### src/rtl/cache_port_arbiter.sv
// rtl/cache_port_arbiter.sv - round-robin two-master arbiter and sequencer for the single-port cache
//
// Purpose: grants read/write requests from two masters to the single-port cache
// controller in round-robin order, drives the cache start/payload handshake,
// follows cache_busy to completion and returns a one-cycle done pulse (plus read
// data) to the master that was granted.
//
// Ports:
//   clk, rst                 clock, synchronous active-high reset
//   reqN, rdN, addrN, wdataN request level and payload of master N (held until doneN)
//   doneN, rdataN            completion pulse and read result of master N
//   grant_id, busy_o         owning master and transaction-in-flight flag
//   cache_start              one-cycle start pulse to the cache
//   cache_address/_write_data/_read_operation  latched payload towards the cache
//   cache_busy, cache_read_data                 cache status and read result

module cache_port_arbiter #(
  parameter int ADDR_W       = 8,
  parameter int DATA_W       = 8,
  parameter int BUSY_TIMEOUT = 4
) (
  input  logic              clk,
  input  logic              rst,
  input  logic              req0,
  input  logic              req1,
  input  logic              rd0,
  input  logic              rd1,
  input  logic [ADDR_W-1:0] addr0,
  input  logic [ADDR_W-1:0] addr1,
  input  logic [DATA_W-1:0] wdata0,
  input  logic [DATA_W-1:0] wdata1,
  output logic              done0,
  output logic              done1,
  output logic [DATA_W-1:0] rdata0,
  output logic [DATA_W-1:0] rdata1,
  output logic              grant_id,
  output logic              busy_o,
  output logic              cache_start,
  output logic [ADDR_W-1:0] cache_address,
  output logic [DATA_W-1:0] cache_write_data,
  output logic              cache_read_operation,
  input  logic              cache_busy,
  input  logic [DATA_W-1:0] cache_read_data
);

  typedef enum logic [2:0] {
    S_IDLE,
    S_ISSUE,
    S_WAIT_BUSY,
    S_WAIT_DONE,
    S_RESP
  } state_t;

  // Last counter value spent in WAIT_BUSY before the op is taken as complete.
  localparam logic [3:0] TIMEOUT_LAST = 4'(BUSY_TIMEOUT - 1);

  state_t            state_q, state_d;
  logic              last_grant_q, last_grant_d;
  logic [3:0]        cnt_q, cnt_d;
  logic              grant_id_q, grant_id_d;
  logic              busy_o_q, busy_o_d;
  logic              cache_start_q, cache_start_d;
  logic [ADDR_W-1:0] addr_q, addr_d;
  logic [DATA_W-1:0] wdata_q, wdata_d;
  logic              rd_q, rd_d;
  logic              done0_q, done0_d;
  logic              done1_q, done1_d;
  logic [DATA_W-1:0] rdata0_q, rdata0_d;
  logic [DATA_W-1:0] rdata1_q, rdata1_d;
  logic              winner;
  logic              enter_resp;

  always_comb begin
    state_d       = state_q;
    last_grant_d  = last_grant_q;
    cnt_d         = cnt_q;
    grant_id_d    = grant_id_q;
    busy_o_d      = busy_o_q;
    addr_d        = addr_q;
    wdata_d       = wdata_q;
    rd_d          = rd_q;
    rdata0_d      = rdata0_q;
    rdata1_d      = rdata1_q;
    cache_start_d = 1'b0;
    done0_d       = 1'b0;
    done1_d       = 1'b0;
    winner        = 1'b0;
    enter_resp    = 1'b0;

    case (state_q)
      S_IDLE: begin
        // Holding off while the cache is busy lets an op that was in flight
        // across a reset drain before we reuse the port.
        if (!cache_busy && (req0 || req1)) begin
          // On contention the master that did not win last time goes first.
          winner        = (req0 && req1) ? ~last_grant_q : req1;
          grant_id_d    = winner;
          addr_d        = winner ? addr1  : addr0;
          wdata_d       = winner ? wdata1 : wdata0;
          rd_d          = winner ? rd1    : rd0;
          busy_o_d      = 1'b1;
          cache_start_d = 1'b1;
          state_d       = S_ISSUE;
        end
      end
      S_ISSUE: begin
        cnt_d   = 4'd0;
        state_d = S_WAIT_BUSY;
      end
      S_WAIT_BUSY: begin
        // A cache that never reports busy is treated as having finished
        // after BUSY_TIMEOUT quiet cycles.
        if (cache_busy) begin
          state_d = S_WAIT_DONE;
        end else begin
          cnt_d = cnt_q + 4'd1;
          if (cnt_q == TIMEOUT_LAST) begin
            enter_resp = 1'b1;
          end
        end
      end
      S_WAIT_DONE: begin
        if (!cache_busy) begin
          enter_resp = 1'b1;
        end
      end
      S_RESP: begin
        last_grant_d = grant_id_q;
        busy_o_d     = 1'b0;
        state_d      = S_IDLE;
      end
      default: begin
        state_d = S_IDLE;
      end
    endcase

    // Read data is captured on the same edge that raises done, so rdataN is
    // already valid during the done cycle.
    if (enter_resp) begin
      state_d = S_RESP;
      if (grant_id_q) begin
        done1_d = 1'b1;
        if (rd_q) begin
          rdata1_d = cache_read_data;
        end
      end else begin
        done0_d = 1'b1;
        if (rd_q) begin
          rdata0_d = cache_read_data;
        end
      end
    end
  end

  always_ff @(posedge clk) begin
    if (rst) begin
      state_q       <= S_IDLE;
      last_grant_q  <= 1'b1;
      cnt_q         <= 4'd0;
      grant_id_q    <= 1'b0;
      busy_o_q      <= 1'b0;
      cache_start_q <= 1'b0;
      addr_q        <= '0;
      wdata_q       <= '0;
      rd_q          <= 1'b0;
      done0_q       <= 1'b0;
      done1_q       <= 1'b0;
      rdata0_q      <= '0;
      rdata1_q      <= '0;
    end else begin
      state_q       <= state_d;
      last_grant_q  <= last_grant_d;
      cnt_q         <= cnt_d;
      grant_id_q    <= grant_id_d;
      busy_o_q      <= busy_o_d;
      cache_start_q <= cache_start_d;
      addr_q        <= addr_d;
      wdata_q       <= wdata_d;
      rd_q          <= rd_d;
      done0_q       <= done0_d;
      done1_q       <= done1_d;
      rdata0_q      <= rdata0_d;
      rdata1_q      <= rdata1_d;
    end
  end

  assign done0                = done0_q;
  assign done1                = done1_q;
  assign rdata0               = rdata0_q;
  assign rdata1               = rdata1_q;
  assign grant_id             = grant_id_q;
  assign busy_o               = busy_o_q;
  assign cache_start          = cache_start_q;
  assign cache_address        = addr_q;
  assign cache_write_data     = wdata_q;
  assign cache_read_operation = rd_q;

endmodule

### config.mk
export PLATFORM = sky130hd
export DESIGN_NAME = cache_port_arbiter
export DESIGN_NICKNAME = d
export VERILOG_FILES = /design/src/rtl/cache_port_arbiter.sv
export SDC_FILE = /design/constraint.sdc
export NUM_CORES = 1
export LEC_CHECK = 0
export CORE_ASPECT_RATIO = 1.5
export CORE_MARGIN = 2
export CORE_UTILIZATION = 46
export CTS_BUF_LIST = sky130_fd_sc_hd__clkbuf_8 sky130_fd_sc_hd__clkbuf_16
export DETAILED_ROUTE_END_ITERATION = 8
export MAX_ROUTING_LAYER = met4
export PLACE_DENSITY = 0.85
export SYNTH_ARGS = -nofsm -noshare
export SYNTH_HDL_FRONTEND = slang
export SYNTH_SLANG_ARGS = --single-unit
export TNS_END_PERCENT = 30
### constraint.sdc
create_clock -name clk -period 3.5 [get_ports clk]
set_clock_uncertainty 0.2 [all_clocks]
set_input_delay 0.7 -clock clk [delete_from_list [all_inputs] [get_ports clk]]
set_output_delay 0.7 -clock clk [all_outputs]
set_load 0.01 [all_outputs]
-- Yosys cells after proc, flatten, opt, wreduce, memory -nomap -nowiden
Cells that the tools add are included.
- bits in registers: 46
- bits of input ports: 47
- output and inout port bits: 38
- word-level logic and storage cells: 67
- add/subtract/negate cells: 1
- equality and inequality tests: 11
- mux-type cells: 19
- bitwise logic cells: 5
- reduce and logical (&&, ||, !) cells: 17
- operators by type and width (kind ; count):
    two-way mux 8 bit ; 2
    one-hot mux 3 bit (4 select lines) ; 1
    AND reduction 3 bit ; 4
    two-way mux 1 bit ; 9
    two-way mux 3 bit ; 3
    inequality test 2 bit, second input constant ; 4
    one-hot mux 4 bit (2 select lines) ; 1
    equality test 3 x 2 -> 1 bit, second input constant ; 2
    inequality test 3 bit, second input constant ; 2
    AND reduction 2 bit ; 3
    OR reduction 2 bit ; 3
    inverter 1 bit ; 5
    adder 4 x 1 -> 4 bit, second input constant ; 1
    equality test 4 x 2 -> 1 bit, second input constant ; 1
    two-way mux 4 bit ; 1
    one-hot mux 1 bit (2 select lines) ; 2
    nonzero test 2 bit ; 2
    equality test 3 x 1 -> 1 bit, second input constant ; 1
    equality test 3 bit, second input constant ; 1
    zero test 3 bit ; 1
    logical AND 1 bit ; 2
    zero test 1 bit ; 1
    logical OR 1 bit ; 1

-- Longest topological paths before layout
Gate-level depths: netlist of run 1.
- depth in word-level cells: 6
- mapped depth: 6
- mapped depth without buffers: 4

-- Worst setup path before layout of run 1
OpenSTA, ideal clock, no wires.
- path type: input to register
- from: input req1
- to: register addr_q[5] (netlist: cache_address[5])
- library setup time: 0.091 ns
- arrival: 1.590 ns
- required time: 3.209 ns
- path slack: 1.619 ns
- stages: 5
- path buffers: 2
- cells stage by stage: or2_1 -> and3_1 -> buf_2 -> buf_2 -> a311oi_1
- cells in the longest elaborated chain, start to end: 3
- elaborated cells between the ends (all ways): 6
- those cells by class: 2 x mux; 4 x reduce/logical
- ends and longest elaborated chain (what ; RTL line ; source):
    start: declaration ; 25 ; input logic req1,
    logical AND 1 bit or logical OR 1 bit (tied branches) ; 96, 94 ;
    two-way mux 1 bit or logical AND 1 bit (tied branches) ; 96, 94 ;
    two-way mux 8 bit or AND reduction 2 bit (tied branches) ; -- ;
    end signal: assignment ; 177 ; addr_q <= addr_d;
    end: declaration ; 63 ; logic [ADDR_W-1:0] addr_q, addr_d;
Several ways; a longest one is shown, not always the timed one.
A chain may end at the register's enable or synchronous reset.

-- Final worst setup path of run 1
- from: input req1
- to: register addr_q[1] (netlist: cache_address[1])
Same word-level chain as after synthesis.

==> results of run 1 <==
-- layout by cell type (no fill, tap or decap), types with 2 or more instances in the layout --
cell / instances
a21oi_1: 4
a311oi_1: 17
a31oi_1: 17
buf_4: 6
clkbuf_8: 6
clkdlybuf4s50_1: 84
dfxtp_1: 46
mux2i_1: 18
nand2_1: 18
nand2b_1: 25
nand3_1: 21
nand3b_1: 4
nor2_1: 5
nor3_1: 2
nor3b_1: 2
o21ai_0: 2
or2_1: 2
or3b_1: 3
-- registers in the layout, indices dropped and copies added (netlist names) --
| name | count |
|---|---|
| last_grant_q | 1 |
| done0 | 1 |
| cache_address | 8 |
| rdata0 | 8 |
| done1 | 1 |
| cache_start | 1 |
| grant_id | 1 |
| cnt_q | 4 |
| state_q | 3 |
| busy_o | 1 |
| cache_read_operation | 1 |
| cache_write_data | 8 |
| rdata1 | 8 |
-- through the flow --
stage                     std cells  worst slack (ns)  instance area, um2
after floorplan                 225              1.62                2100
after global placement          341             0.765                2930
after detailed placement        341             0.668                2930
after CTS                       349             0.983                3030
after global routing            349             0.882                3030
final                           349             0.992                3030
-- final timing paths --
check                           startpoint               end  slack (ns)  cells past startpoint
worst max-delay path                  req1  cache_address[1]        0.99                      5
worst min-delay path             rdata0[6]         rdata0[6]        0.28                      2
worst max register to register    cnt_q[0]         rdata0[3]        1.34                      4
worst min register to register   rdata0[6]         rdata0[6]        0.28                      2
-- cells by family (layout without fill, tap and decap cells) --
logic type	after synthesis	count (layout)
muxes	18	18
buffers and inverters	23	99
and+or+nand+nor	88	88
adders and majority gates	1	1
DFF	46	46
AOI/OAI and AO/OA	49	49
-- power by group through the flow --
stage | Combinational [uW] | Sequential, uW | Clock (uW)
floorplan | 106 | 588 | 0
global placement | 227 | 582 | 0
detailed placement | 230 | 582 | 0
CTS | 231 | 570 | 340
global route | 250 | 573 | 358
finish | 230 | 570 | 331
-- routing by layer --
| layer | up-vias | global-route usage, % | wire length, um |
|---|---|---|---|
| met4 | 0 | 7.44 | 71 |
| met1 | 912 | 23.7 | 2010 |
| met3 | 7 | 3.28 | 249 |
| met5 | - | - | 0 |
| li1 | 975 | - | - |
| met2 | 71 | 39.6 | 2800 |
-- worst max-delay path: cells and delay by family --
family / cells / cell delay (ns)
AND/OR/NAND/NOR: 2 / 0.88
buffers and inverters: 2 / 0.67
AO/OA/AOI/OAI: 1 / 0.19
-- layout make-up --
type,count,area (um2),area share [%]
multi-input combinational,156,1060,35.1
sequential,46,921,30.4
timing repair buffer,90,886,29.2
clock buffer,6,82.6,2.73
tap,48,60.1,1.98
clock inverter,2,12.5,0.413
inverter,1,3.75,0.124
==> key figures, run 1 <==
Outcome
  – Status: finished clean

Layout
  – Nets: 348
  – Layout cells sized above 1: 6.64%
  – N_diodes: 0
  – Area growth syn-to-layout: 44.5%
  – Layout Utilization: between 60% and 70%
  – FILL cells: 365

CTS
  – Clock buffer depth: 2
  – Reg clk slew, reported paths: 0.08 ns
  – CTS HTree Levels: 2
  – Clk sink count: 46
  – CTS tree: yes
  – CTS buffer count: 5
  – Clock Root Buffer: clkbuf_8
  – Skew-Pair Late Insertion Delay: 0.29 ns
  – Hold Buf Count CTS: 0
  – Quantity of gates resized following cts: 0
  – Setup bufs post-CTS: 0

Synth
  – Area leader, netlist: dfxtp_1
  – Sequential fraction of the synthesis area: 43.9%
  – Mapped Area: 0.00210 mm2
  – Multiplexer share of the synthesized area: 8.60%
  – Post-Synth XOR/XNOR Area: 0%
  – Synth top cells by count: dfxtp_1 (46), nand2b_1 (25), nand3_1 (21)
  – Mapped Cells: 225
  – Top cell type's share of synthesized area: a little over two fifths
  – Number of synthesized flops with an enable pin: 0
  – Compound-Gate Fraction of Synth Area: 17.7%
  – Yosys warnings: 0
  – Async SR Flop Fraction: 0%
  – Synth unique cells: 36
  – Post-Synth Adder-Cell Area: less than 1%
  – Largest family of logic cells by synthesized area: simple AND/OR/NAND/NOR gates
  – Ys flop type: dfxtp_1
  – Mapped Avg Cell Area: roughly 9.3 um2
  – Largest cells by area after synthesis: dfxtp_1 (44%), mux2i_1 (8.6%), nand2b_1 (7.5%)
  – Synth Register Bits: 46
  – Most common cell in the netlist: dfxtp_1
  – Syn Nets: 273
  – Post-synthesis simple-gate area fraction: 23.8%

Floorplanning
  – Ports: 85
  – Initial Util: 46.9%
  – Core area: 0.00447 mm2
  – Die W: approximately 59 um
  – Row Count: 30
  – Die area: 0.00512 mm2
  – Die H: 86.7 um

Critical path
  – Critical Path RT: 3.44 ns
  – Critical-path cell list: clkdlybuf4s50_1, buf_4, or2_1, and3_1, a311oi_1
  – Slowest CP cell: and3_1
  – Critical path launch point type: primary input
  – Crit-path max cell delay: 0.60 ns
  – Setup crit end kind: flop
  – CP Max Fanout: 20
  – WP data arrival: 2.45 ns
  – Critical path class: in2reg

Place
  – Placer congestion estimate: around 0.74
  – # port buffers: 84
  – Post-DP HPWL: 3790 um

Power and ir drop
  – Leakage: between 0.001 and 0.0015 uW
  – Share of power burned in registers: just over 50%
  – Logic pwr share: between 20% and 30%
  – Pwr dens: between 300 and 400 mW/mm2
  – Internal Pwr Total: 839 uW
  – VDD IR-drop max: 0.250 mV
  – Tot Pwr: 1130 uW
  – NetSw: 291 uW
  – Clock Power Share: between 20% and 30%
  – Sw Share: 25.8%

Detailed routing
  – Vias post-DR: 1965
  – DRT Wirelength: 5130 um
  – 1st-pass router iterations: 5
  – Antenna-violating nets left: 0
  – DR vias/cell: 5.63
  – Residual DRC: 0
  – Wire length per cell: 14.7 um
  – Initial DRC Count: just over 50

STA
  – Crit path time final: 2.51 ns
  – Setup-failing EPs final: 0
  – Worst hold slack: about 0.28 ns
  – RSZ-0062 raised after global routing: no
  – Max-slew violations: 0
  – Max Freq: between 300 and 400 MHz
  – Setup TNS: 0 ns
  – Final period util: 71.7%
  – Worst-Margin Slew: 0.664 ns
  – Fin. Hold Viols: 0
  – Relative slew margins: 55.7%

GRT
  – Pin count of the biggest net entering global routing: 24
  – Grt total ovfl: 0
  – Initial antenna violation count: 0
  – GRT Total Usage: about 22%
  – Vias in the first global route: roughly 1900
  – Global-route wire length before repair: 8500 um

Job
  – MaxCap Viol Count: 0

Hold path
  – Min-Delay Path Class: reg2reg
Power figures use the tool's default switching activity.
==> inputs of run 2 (changes only) <==
Settings changed: CORE_UTILIZATION 46 to 39, PLACE_DENSITY 0.85 to 0.76.
Clock period 3.5 ns to 2.05 ns, I/O delays scaled along.
==> run 2 against run 1 <==
Clock-buffer cell count shrank 1. Non-clock buffer count is 13 higher. Hold slack improved by 0.0015 ns. Combinational power increased by 85%. Critical path depth down 4. Design area grew 6.1%. Via count is 3.2% higher. Utilization shrank 5.6 points. First-iteration DRC count is 110% higher. Critical endpoint is now grant_id.
==> key figures, run 2 (synthesis gave the netlist of run 1 again) <==
Outcome
  – Status: finished clean

Layout
  – FF/Latch Area: 921 um2
  – Commonest non-fill, non-tap cell in the layout: clkdlybuf4s50_1
  – Most frequent cells in the layout: clkdlybuf4s50_1 (83), dfxtp_1 (46), nand2b_1 (25), nand3_1 (21)
  – FILL cells: roughly 470
  – Layout Utilization: between 60 and 70%
  – Layout cells sized above 1: 10.8%
  – Area of the multi-input gates: 0.00106 mm2
  – N_diodes: 0
  – Cell area after layout: 0.00321 mm2
  – Nets: 361
  – Area growth syn-to-layout: 53.4%

CTS
  – Setup bufs post-CTS: 0
  – CTS tree: yes
  – Reg clk slew, reported paths: 0.09 ns
  – Clk sink count: 46
  – Hold Buf Count CTS: 0
  – Skew-Pair Late Insertion Delay: 0.30 ns
  – CTS HTree Levels: 2
  – Quantity of gates resized following cts: 0
  – Clock buffer depth: 2
  – CTS buffer count: 5
  – Clock Root Buffer: clkbuf_8

Critical path
  – Setup crit end kind: primary output
  – Critical Path RT: 1.44 ns
  – Crit path max-delay family: buffers and inverters
  – Critical-path cell list: clkdlybuf4s50_1
  – Critical path class: reg2out
  – Slowest CP cell: clkdlybuf4s50_1
  – Buffers & Inverters on Critical Path: 1
  – CP Max Fanout: 5
  – Crit-path max cell delay: about 0.57 ns
  – Critical path launch point type: flop
  – WP data arrival: 1.31 ns

STA
  – Setup TNS: 0 ns
  – Final WS setup: 0.131 ns
  – Max Freq: 521 MHz
  – Fin. Hold Viols: 0
  – Crit path time final: between 1.5 and 2 ns
  – Final period util: 93.6%
  – Worst-Margin Slew: 0.361 ns
  – RSZ-0062 raised after global routing: no
  – Max-slew violations: 0
  – Setup-failing EPs final: 0
  – Relative slew margins: 75.8%
  – Worst hold slack: about 0.28 ns

Place
  – Placed instance area: a little over 0.003 mm2
  – Post-DP HPWL: 4010 um
  – Placer congestion estimate: 0.739
  – # port buffers: between 80 and 90
  – DP Worst Slack: -0.126 ns

GRT
  – Pin count of the biggest net entering global routing: 57
  – Initial antenna violation count: 0
  – M3 GR Usage: 3.12%
  – Top Usage Layer GRT: met2
  – Global-route wire length before repair: roughly 9300 um
  – GR met2 Demand/Resource: 35.4%
  – GRT Total Usage: between 15 and 20%
  – Grt total ovfl: 0
  – GRT met1 Usage: a little over a fifth
  – Vias in the first global route: about 2000

Detailed routing
  – Initial DRC Count: 106
  – DRT Wirelength: 5540 um
  – 1st-pass router iterations: 4
  – Wire length per cell: 14.5 um
  – Residual DRC: 0
  – DR vias/cell: between 5 and 6
  – Antenna-violating nets left: 0
  – Vias post-DR: 2028

Floorplanning
  – Row Count: 32
  – Die area: between 0.005 and 0.006 mm2
  – Initial Util: 40.6%
  – Die W: 63.9 um
  – Ports: 85
  – Die H: roughly 94 um
  – Core area: 0.00516 mm2

Hold path
  – Min-Delay Path Class: reg2reg

Power and ir drop
  – VDD IR-drop max: 0.392 mV
  – Share of power burned in registers: 46.8%
  – Pwr dens: about 650 mW/mm2
  – Sw Share: roughly a quarter
  – NetSw: 530 uW
  – Logic pwr share: approximately 20%
  – Leakage: 0.00120 uW
  – Clock Power Share: 32.8%
  – Internal Pwr Total: between 1500 and 2000 uW

Job
  – MaxCap Viol Count: 0
## run 2: cell count changes in the layout (fill, tap and decap cells not counted)
cell,delta
clkbuf_8,-1
inv_6,+1
clkinvlp_4,-1
buf_12,+4
buf_4,+9
clkdlybuf4s50_1,-1
bufinv_16,+1
buf_2,+1
## run 2: layout make-up
class,instances,share of cell area (%)
multi-input combinational,156,33.1
inverter,1,0.117
tap,68,2.65
clock inverter,3,1.36
timing repair buffer,103,32.0
clock buffer,5,2.14
sequential,46,28.6
## run 2: through the flow
stage,power (uW),cells
2_1_floorplan,1180,225
3_3_place_gp,1410,374
3_5_place_dp,1420,374
4_1_cts,2100,382
5_1_grt,2170,382
6_report,2080,382
## run 2: power groups by stage
stage | combinational, uW | clock, uW | sequential, uW
2_1_floorplan | 180 | 0 | 1000
4_1_cts | 428 | 699 | 974
6_report | 425 | 682 | 974
3_3_place_gp | 419 | 0 | 993
5_1_grt | 463 | 732 | 980
3_5_place_dp | 426 | 0 | 995
## run 2: worst min-delay path, stage by stage, from the launching register on
cell      delay [ns]
dfxtp_1         0.32
nand2b_1        0.06
mux2i_1         0.06
## run 2: final timing paths
path,slack (ns),startpoint,to,depth (start not counted)
setup / recovery,0.13,grant_id,grant_id,1
hold / removal,0.28,rdata0[5],rdata0[5],2
setup reg to reg,0.33,state_q[0],cnt_q[3],3
hold reg to reg,0.28,rdata0[5],rdata0[5],2
## run 2: metal layers
metal	routed length, um	vias to the layer above
met3	312	10
met2	2990	84
met4	91	0
met5	0	-
li1	-	1004
met1	2150	930
